**config.mk**
```make
export PLATFORM = sky130hd
export DESIGN_NAME = shift_register_counter
export DESIGN_NICKNAME = d
export VERILOG_FILES = /design/src/rtl/shift_register_counter.sv
export SDC_FILE = /design/constraint.sdc
export NUM_CORES = 1
export LEC_CHECK = 0
export ABC_AREA = 1
export CORE_AREA = 2 2 39 41
export DETAILED_ROUTE_END_ITERATION = 6
export DIE_AREA = 0 0 41 43
export GPL_TIMING_DRIVEN = 0
export PLACE_DENSITY_LB_ADDON = 0.15
export SETUP_SLACK_MARGIN = 0.4
export SYNTH_ARGS = -nofsm -noshare
export SYNTH_HDL_FRONTEND = slang
export SYNTH_SLANG_ARGS = --single-unit
```
**constraint.sdc**
```tcl
create_clock -name clk -period 1.4 [get_ports clk]
set_input_delay 0.21 -clock clk [delete_from_list [all_inputs] [get_ports clk]]
set_output_delay 0.21 -clock clk [all_outputs]
set_load 0.01 [all_outputs]
```
**src/rtl/shift_register_counter.sv**
```systemverilog
// Free-running ring / Johnson counter with single-step self-correction.
// Any state outside the selected code space is replaced by the reset value at the next edge.
module shift_register_counter #(
   parameter int unsigned WIDTH = 4,
   parameter int unsigned MODE  = 0,
   parameter int unsigned DIR   = 0
) (
   input  logic             clk,
   input  logic             n_rst,
   output logic [WIDTH-1:0] count
);

   localparam logic [WIDTH-1:0] RST_VAL = (MODE == 0) ? WIDTH'(1) : '0;

   logic [WIDTH-1:0] inv_c;
   logic [WIDTH-1:0] shift_c;
   logic             fb_c;
   logic             legal_c;
   logic [WIDTH-1:0] count_nxt;

   // Shift step and legality check of the current state
   always_comb begin
      inv_c   = ~count;
      fb_c    = 1'b0;
      shift_c = count;
      legal_c = 1'b0;

      if (DIR == 0) begin
         fb_c    = (MODE == 0) ? count[WIDTH-1] : ~count[WIDTH-1];
         shift_c = {count[WIDTH-2:0], fb_c};
      end else begin
         fb_c    = (MODE == 0) ? count[0] : ~count[0];
         shift_c = {fb_c, count[WIDTH-1:1]};
      end

      // Ring: exactly one bit set. Johnson: ones anchored at LSB, or zeros anchored at LSB.
      if (MODE == 0) begin
         legal_c = (count != '0) && ((count & (count - WIDTH'(1))) == '0);
      end else begin
         legal_c = ((count & (count + WIDTH'(1))) == '0) ||
                   ((inv_c & (inv_c + WIDTH'(1))) == '0);
      end
   end

   assign count_nxt = legal_c ? shift_c : RST_VAL;

   always_ff @(posedge clk or negedge n_rst) begin
      if (!n_rst) count <= RST_VAL;
      else        count <= count_nxt;
   end

endmodule

```
==> flow_metrics.py <==
metrics = {
    "clocking": {
        "cts_buffer_count": 3,
        "clockRootBuffer": "sky130_fd_sc_hd__clkbuf_4",
        "register_clock_pin_slew_on_the_reported_worst_setup_and_hold_paths_ns": 0.04,
        "insertion_delay_to_the_later_sink_of_the_worst_skew_pair_ns": 0.23,
        "h_tree_lvl_count": 1,
        "clock_tree.buffer_depth": 2,
        "cts_tree": "built",
        "post_cts_hold_buffer_count": 0,
        "clock_sink_count": 4,
    },
    "setup_path": {
        "crit_chain": "buf_6",
        "critical_path_buf_inv_count": 1,
        "arrival_ns": 0.85,
        "timing.critical_path.to_type": "primary output",
        "crit_path_max_incr_delay_ns": 0.53,
        "ff2ff_setup_slack_ns": 0.39,
        "worst_setup_path_start_kind": "flop",
        "worst_ep_required_time_ns": 1.19,
        "path_delay_family": "flip-flops",
        "worstPathMaxFanout": 2,
        "critPathSlowestCell": "sky130_fd_sc_hd__dfstp_2",
        "criticalPathCategory": "flop to primary output",
    },
    "drt": {
        "antenna_violating_nets_post_route": 0,
        "drt_iter0_drc": 0,
        "detail_route.wirelength_um": 419,
        "detailroute.via_count": 184,
        "drt-pass1-iter-count": 1,
        "drt-wirelength-per-cell_um": 8.058,
        "detail_route.vias_per_cell": 3.538,
        "drc": 0,
    },
    "finish": {
        "flip_flop_count_of_the_largest_register_after_layout": 4,
        "registers.top_by_ff_count": "count",
        "final_nets": 39,
        "syn_to_final_growth_pct": 66.44,
        "most-common-layout-cells": "sky130_fd_sc_hd__nand2_1 (6), sky130_fd_sc_hd__inv_2 (4), sky130_fd_sc_hd__buf_4 (4)",
        "insertedDiodeCount": 0,
        "reg_top3": "count x4",
        "post_route_cells_drive_above_1_share": 0.5278,
        "fillerInstances": 159,
        "layout.cells.most_common": "sky130_fd_sc_hd__nand2_1",
    },
    "floorplan": {
        "row_count": 14,
        "die_boundary_height_um": 43,
        "start_util": 0.1347,
        "floorplan.core_area_mm2": 0.001384,
        "die_area_mm2": 0.001763,
        "floorplan.io_pins": 6,
        "chipWidth_um": 41,
    },
    "placed_design": {
        "io_buffer_count": 5,
        "gp_congestion": 0.6561,
        "detailedPlacementHpwl_um": 322.2,
    },
    "outcome": {
        "status": "complete, no violations",
    },
    "logic_synthesis": {
        "yosys.cell_types.count": 8,
        "summed_instance_area_of_the_synthesized_netlist_um2": 186.4,
        "yosysTopAreaCellShare": 0.4027,
        "synth_fp_nets": 25,
        "postSynthCellCount": 23,
        "synth_area_per_cell_um2": 8.106,
        "synth_warnings": 0,
        "ys_ff_latch": 4,
        "ys_seq_area_frac": 0.5436,
        "synth_area_leaders": "sky130_fd_sc_hd__dfrtp_1 (40%), sky130_fd_sc_hd__dfstp_2 (14%), sky130_fd_sc_hd__nand2_1 (12%)",
        "synth_largest_area_cell": "sky130_fd_sc_hd__dfrtp_1",
    },
    "timing": {
        "relSlewSlack": 0.8759,
        "finalMaxSlewViolations": 0,
        "tightest_slew_ns": 0.1855,
        "report.final.setup_viol": 0,
        "grt_setup_unrepaired": "true",
        "layout_min_cycle_time_ns": 1.058,
        "min_period_over_period": 0.7561,
        "maximum_operating_frequency_ghz": 0.9448,
        "sum_neg_setup_slack_ns": 0,
        "fin_skew_ns": 0.005997,
        "final-hold-violation-count": 0,
    },
    "grt": {
        "grt_util_all_layers": 0.06963,
        "via_count_of_the_first_global_routing_pass": 201,
        "met2_grt_util": 0.09688,
        "met1_usage": 0.06536,
        "grt.overflow.total": 0,
        "grt_start_max_net_pins": 6,
        "first_pass_grt_wire_length_um": 724,
        "global_route_hottest_layer": "met4",
        "grt_antenna_before_repair": 0,
        "met3_usage_in_global_routing": 0.01571,
    },
    "power_and_ir_drop": {
        "leakage_nw": 0.1843,
        "vdd.ir_drop.worst_mv": 0.2768,
        "post-layout-total-power_w": 0.0002738,
        "p_per_area_mw_per_mm2": 882.5,
    },
    "flow_run": {
        "max_cap_viol_count": 0,
    },
    "hold_path": {
        "worst_hold_path_type": "input pin to async pin",
    },
}
routing by layer:
metal	wire length, µm	part of all wire	vias up
li1	-	-	96
met1	166	0.40	86
met2	243	0.58	2
met3	9	0.021	0
met4	0	0	0
met5	0	0	-
logic make-up (layout without fill, tap and decap cells):
kind of cell	count (synthesis)	count (layout)	share of synthesized area
buffers and inverters	7	20	0.1409
and+or+nand+nor	12	12	0.3154
DFF	4	4	0.5436
worst paths after layout:
check / cells past startpoint / to / start
worst max register to register: 6 / count[0] / count[0]
max in group asynchronous: 1 / count[0] / n_rst
worst min register to register: 3 / count[0] / count[3]
worst min-delay path: 1 / count[3] / n_rst
worst max-delay path: 1 / count[0] / count[0]
min in group clk: 3 / count[0] / count[3]
Yosys cell counts, drive strengths merged:
cell / instances
nand2: 8
dfstp: 1
dfrtp: 3
nand3: 1
nand4: 3
inv: 7
what timing repair did:
item	4_1_cts	5_1_grt
setup buffers	4	0
setup endpoints to repair	4	3
gates resized for setup	17	2
layout make-up:
type                       count  area, µm²  share of cell area
clock buffer                   4      26.28             0.08468
inverter                       7      26.28             0.08468
multi-input combinational     12      63.81              0.2056
sequential                     4      101.3              0.3266
tap                           16      20.02             0.06452
timing repair buffer           9      72.57              0.2339
through the flow:
| stage | util | instances | hold WS (ns) | instance area (µm²) | setup WS, ns |
|---|---|---|---|---|---|
| CTS | 0.2161 | 52 | 0.1745 | 299.0 | 0.3287 |
| global route | 0.2242 | 52 | 0.1964 | 310.3 | 0.3115 |
| finish | 0.2242 | 52 | 0.1781 | 310.3 | 0.3415 |
| global placement | 0.1854 | 44 | 0.4214 | 256.5 | 0.1067 |
| detailed placement | 0.1854 | 44 | 0.4311 | 256.5 | 0.1073 |
| floorplan | - | 23 | -0.08559 | 186.4 | 0.5120 |
power by group:
part	total [W]	leakage, nW	switching [W]	internal (W)
Sequential	0.000116	0.0527	0	0.000116
Combinational	0.00000458	0.117	0.00000210	0.00000248
Clock	0.000153	0.0150	0.0000460	0.000107
Note: power is estimated with default switching activity, not from simulation.
